`config.mk`:
```
export PLATFORM = sky130hd
export DESIGN_NAME = sdft_scheduler
export DESIGN_NICKNAME = d
export VERILOG_FILES = /design/src/rtl/sdft_scheduler_pkg.sv /design/src/rtl/sdft_scheduler_mag_approx.sv /design/src/rtl/sdft_scheduler.sv
export SDC_FILE = /design/constraint.sdc
export NUM_CORES = 1
export LEC_CHECK = 0
export ABC_AREA = 1
export BUFFER_PORTS_ARGS = -buffer_cell sky130_fd_sc_hd__buf_4
export CORE_MARGIN = 2
export CORE_UTILIZATION = 30
export CTS_CLUSTER_SIZE = 8
export DETAILED_ROUTE_END_ITERATION = 12
export SETUP_SLACK_MARGIN = 0.1
export SLEW_MARGIN = 10
export SYNTH_ARGS = -nofsm -noshare
export SYNTH_HDL_FRONTEND = slang
export SYNTH_SLANG_ARGS = --single-unit
```
`constraint.sdc`:
```
create_clock -name clk -period 2.7 [get_ports clk]
set_input_delay 0.27 -clock clk [delete_from_list [all_inputs] [get_ports clk]]
set_output_delay 0.27 -clock clk [all_outputs]
set_load 0.01 [all_outputs]
```
`src/rtl/sdft_scheduler_pkg.sv`:
```
// sdft_pkg: FSM encoding and default geometry shared by the SDFT scheduler files.
package sdft_pkg;
    typedef enum logic [2:0] {IDLE, START, WAIT, SCAN, FLUSH} state_t;
    localparam int FREQ_BINS  = 320;
    localparam int DEF_ADDR_W = 9;
    localparam int DEF_DATA_W = 16;
endpackage

```
`src/rtl/sdft_scheduler_mag_approx.sv`:
```
// mag_approx: |re|+|im| magnitude estimate, scaled down by SHIFT and saturated to MAG_W bits.
module mag_approx #(
    parameter int DATA_W = sdft_pkg::DEF_DATA_W,
    parameter int MAG_W  = 8,
    parameter int SHIFT  = 4
) (
    input  logic signed [DATA_W-1:0] re,
    input  logic signed [DATA_W-1:0] im,
    output logic [MAG_W-1:0]         mag
);
    logic [DATA_W:0] abs_re, abs_im, sum, shifted;
    always_comb begin
        // one extra bit so abs of the most negative value does not wrap
        abs_re  = re[DATA_W-1] ? -{re[DATA_W-1], re} : {1'b0, re};
        abs_im  = im[DATA_W-1] ? -{im[DATA_W-1], im} : {1'b0, im};
        sum     = abs_re + abs_im;
        shifted = sum >> SHIFT;
        mag     = |shifted[DATA_W:MAG_W] ? '1 : shifted[MAG_W-1:0];
    end
endmodule

```
`src/rtl/sdft_scheduler.sv`:
```
// sdft_scheduler: kicks one SDFT update per ADC sample and, every DECIMATE samples,
// scans all bins through mag_approx into the frequency BRAM.
module sdft_scheduler #(
    parameter int FREQ_BINS = sdft_pkg::FREQ_BINS,
    parameter int ADDR_W    = sdft_pkg::DEF_ADDR_W,
    parameter int DATA_W    = sdft_pkg::DEF_DATA_W,
    parameter int MAG_W     = 8,
    parameter int SHIFT     = 4,
    parameter int DECIMATE  = 4
) (
    input  logic                     clk,
    input  logic                     reset,
    input  logic                     adc_ready,
    output logic                     sdft_start,
    input  logic                     sdft_ready,
    output logic [ADDR_W-1:0]        bin_addr,
    input  logic signed [DATA_W-1:0] bin_real,
    input  logic signed [DATA_W-1:0] bin_imag,
    output logic                     bram_we,
    output logic [ADDR_W-1:0]        bram_addr,
    output logic [MAG_W-1:0]         bram_data,
    output logic                     frame_done,
    output logic                     busy,
    output logic                     overrun
);
    import sdft_pkg::*;

    state_t            state, state_nx;
    logic [7:0]        dec_cnt;
    logic [ADDR_W-1:0] addr_cnt, pipe_addr;
    logic              pipe_v, wait_armed, flush_cnt, last_bin, dec_last, sdft_done;
    logic [MAG_W-1:0]  mag;

    mag_approx #(.DATA_W(DATA_W), .MAG_W(MAG_W), .SHIFT(SHIFT)) u_mag (
        .re(bin_real), .im(bin_imag), .mag(mag)
    );

    assign last_bin   = addr_cnt == ADDR_W'(FREQ_BINS - 1);
    assign dec_last   = dec_cnt == 8'(DECIMATE - 1);
    // the SDFT needs one cycle to drop sdft_ready, so the first WAIT cycle is ignored
    assign sdft_done  = state == WAIT && wait_armed && sdft_ready;
    assign bin_addr   = addr_cnt;
    assign sdft_start = state == START;
    assign busy       = state != IDLE;

    always_comb begin
        state_nx = state;
        case (state)
            IDLE:    state_nx = adc_ready ? START : IDLE;
            START:   state_nx = WAIT;
            WAIT:    state_nx = sdft_done ? (dec_last ? SCAN : IDLE) : WAIT;
            SCAN:    state_nx = last_bin ? FLUSH : SCAN;
            FLUSH:   state_nx = flush_cnt ? IDLE : FLUSH;
            default: state_nx = IDLE;
        endcase
    end

    always_ff @(posedge clk or posedge reset) begin
        if (reset) begin
            state      <= IDLE;
            dec_cnt    <= '0;
            addr_cnt   <= '0;
            pipe_addr  <= '0;
            pipe_v     <= 1'b0;
            wait_armed <= 1'b0;
            flush_cnt  <= 1'b0;
            bram_we    <= 1'b0;
            bram_addr  <= '0;
            bram_data  <= '0;
            frame_done <= 1'b0;
            overrun    <= 1'b0;
        end else begin
            state      <= state_nx;
            wait_armed <= state == WAIT;
            if (sdft_done)
                dec_cnt <= dec_last ? 8'd0 : dec_cnt + 8'd1;
            // counter rests at 0 outside SCAN, so every scan starts at bin 0
            addr_cnt   <= (state == SCAN && !last_bin) ? addr_cnt + 1'b1 : '0;
            flush_cnt  <= state == FLUSH && !flush_cnt;
            pipe_v     <= state == SCAN;
            pipe_addr  <= addr_cnt;
            bram_we    <= pipe_v;
            if (pipe_v) begin
                bram_addr <= pipe_addr;
                bram_data <= mag;
            end
            frame_done <= state == FLUSH && flush_cnt;
            overrun    <= overrun | (adc_ready && state != IDLE);
        end
    end
endmodule

```
==> flow_summary.ini <==
[logic_synthesis]
ys_ff_latch = 52
yosys_warnings = 0
synth_area_um2 = 3620
synth_enable_flop_cells = 0
ys_types = 36
yosysSeqAreaShare_pct = 35.9
avgSynthCellArea_um2 = 7.09
synthTopCellsByArea = dfrtp_1 (36%), nand2_1 (15%), inv_1 (8.6%)
syn-num-nets = 566
synthArstFlopShare_pct = 100
synth_top_cell_by_area = dfrtp_1
synth_top_area_share_pct = 35.9
ys.flop_type = dfrtp_1
synthesis.instances = 511

[global_route]
antenna_found_initial = 0
grt.total_usage_pct = 14.8
grt_overflow_total = 0
grt_pass1_vias = 3552
grt_first_pass_wirelength_um = 15900
grt_max_degree = 32

[place]
hpwl_um = 7250
numPortBuffers = 66
place_congestion = 0.871
dp.cells = 764

[worst_setup_path]
crit_required_ns = 2.89
crit_type = input pin to flip-flop
ff2ff_setup_slack_ns = 0.97
critPathCaptureType = flip-flop
crit_path_start_kind = input pin
path_delay_family = simple AND/OR/NAND/NOR gates
max_stage_delay_ns = 0.34
slowest_stage = ha_2
rr_startpoint = pipe_v
regToRegEndpoint = bram_data[5]
r2r_cells = 5
arrival_ns = 2.89
path_cells = buf_8 > inv_8 > ha_4 > nand3_4 > nor3_4 > nand3_2 > nand2_2 > nand2_2 > a21oi_2 > xor2_1 > ha_2 > a21oi_2 > o21ai_1 > nor2_1 > nand2_1 > nand2_1 > nand2_2 > nor2_4 > nand3_2 > nand2_1 > inv_1
worstPathMaxFanout = 8
cp_num_buf_inv = 3

[sta]
fin_skew_ns = 0.00541
period_needed_ns = 2.71
slew_viol_final = 0
worst_pin_slew_ns = 0.647
fin_ws_ns = -0.00636
fin_crit_sh_pct = 100
setup_viol = 1
slew_headroom_pct = 56.8
hold_viol = 0
rsz0062_at_grt = yes
fmax_mhz = 370

[cts]
insertion_delay_ns = 0.29
cts_inserted_buffers = 5
h-tree-depth = 2
ctsHoldBuffers = 0
cts_tree = built
cts_root_buffer = clkbuf_16
path_clk_slew_ns = 0.07
cts_buffer_depth = 2
cts_num_sinks = 52

[cells_and_area]
mostFrequentLayoutCells = nand2_1 (135), buf_4 (120), inv_1 (75)
drive_gt1_share_pct = 32.6
final_nets = 692
stdcell_count = 785
syn_to_final_growth_pct = 41.6
diodes = 0
multiInputGateArea_um2 = 2200
layout_commonest_cell = nand2_1
nFillCells = 1210
ff_latch_area_um2 = 1300

[power]
power_frac_comb_pct = 38.0
power_w = 0.00235
power_frac_clock_pct = 27.8
powerDensity_nw_per_um2 = 458
swShare_pct = 33.8
p_seq_share_pct = 34.2
leakagePower_nw = 2.64
p_switching_w = 0.000794
peakVddDrop_mv = 0.248
internal_power_w = 0.00156

[floorplan]
core.rowCount = 40
io_pins = 67
fp.dieArea_um2 = 13000
core_um2 = 11900
die_h_um = 114
start_util_pct = 30.4
dieWidth_um = 114

[job]
maxCapViolations = 0

[route]
drcViolationCount = 0
firstDrtPassIters = 4
wl_per_cell_um = 11.9
routed_via_density = 4.54
drtIter0Drc = 104
routed_wl_um = 9360
dr_total_vias = 3564
antenna_left = 0

[status]
failed_checks = setup timing
status = complete, but fails checks

[worst_hold_path]
hold_path.class = input pin to asynchronous set/reset pin
metal layers:
layer | part of all wire, % | GRT usage (%) | up-vias
met3 | 4.8 | 3.35 | 13
met5 | 0 | 0 | -
met4 | 1.4 | 3.17 | 0
li1 | - | - | 1846
met1 | 44 | 18.8 | 1640
met2 | 49 | 25.9 | 65
power by group through the flow:
stage | sequential (W) | combinational (W) | clock, W
2_1_floorplan | 0.000825 | 0.000467 | 0
3_3_place_gp | 0.000819 | 0.000773 | 0
3_5_place_dp | 0.000819 | 0.000780 | 0
4_1_cts | 0.000804 | 0.000840 | 0.000672
5_1_grt | 0.000805 | 0.00101 | 0.000706
6_report | 0.000804 | 0.000894 | 0.000653
through the flow:
| stage | util [%] | hold slack [ns] | setup WS [ns] | setup TNS [ns] | area [um^2] |
|---|---|---|---|---|---|
| 2_1_floorplan | - | 0.352 | 0.154 | 0 | 3620 |
| 3_3_place_gp | 38.8 | 0.392 | -0.348 | -2.66 | 4620 |
| 3_5_place_dp | 38.8 | 0.399 | -0.391 | -2.98 | 4620 |
| 4_1_cts | 41.5 | 0.0918 | 0.0169 | 0 | 4940 |
| 5_1_grt | 43.1 | 0.127 | -0.275 | -2.12 | 5130 |
| 6_report | 43.1 | 0.0710 | -0.00636 | -0.00636 | 5130 |
Yosys cell counts, drive strengths merged, types with 2 or more instances:
library cell  count
xnor2             9
dfrtp            52
xor2             27
nand2           148
and3              2
o21ai            15
nand4             3
ha               19
nor3b             2
nor4              6
nor2             54
nand3            30
inv              85
nor3             13
a21oi            23
or2               9
clkbuf            5
how the worst max path moves through the flow:
stage / start / end / slack (ns) / cells past startpoint
final: bin_real[1] / bram_data[2] / -0.006 / 21
after global routing: bin_real[1] / bram_data[0] / -0.28 / 21
after CTS: bin_real[1] / bram_data[0] / 0.02 / 23
after detailed placement: bin_real[1] / bram_data[2] / -0.39 / 21
after global placement: bin_real[1] / bram_data[2] / -0.35 / 21
after floorplan: bin_real[1] / bram_data[0] / 0.15 / 20
registers in the layout, summed over array words and instances, names as in the netlist, 3 cells and up:
name,count
bin_addr,9
pipe_addr,9
bram_addr,9
dec_cnt,8
state,3
bram_data,8
final cells by class:
type	instances	area share [%]
clock inverter	2	0.268
sequential	52	25.4
tap	147	3.59
multi-input combinational	369	42.9
timing repair buffer	124	18.6
inverter	85	6.56
clock buffer	6	2.71
cells by family (layout without fill, tap and decap cells):
family	count (synthesis)	count (layout)	synth area share, %
simple gates	269	269	32.5
buf+inv	90	217	9.33
flops	52	52	35.9
compound gates	45	45	6.94
xor+xnor	36	36	8.70
fa+ha+maj	19	19	6.56
what timing repair did:
action,4_1_cts,5_1_grt
pin swaps,22,34
buffers inserted,7,6
gates resized for setup,32,41
endpoints found under the setup margin,8,8
gates cloned,0,0
No activity file was read; power rests on OpenSTA's default activity.
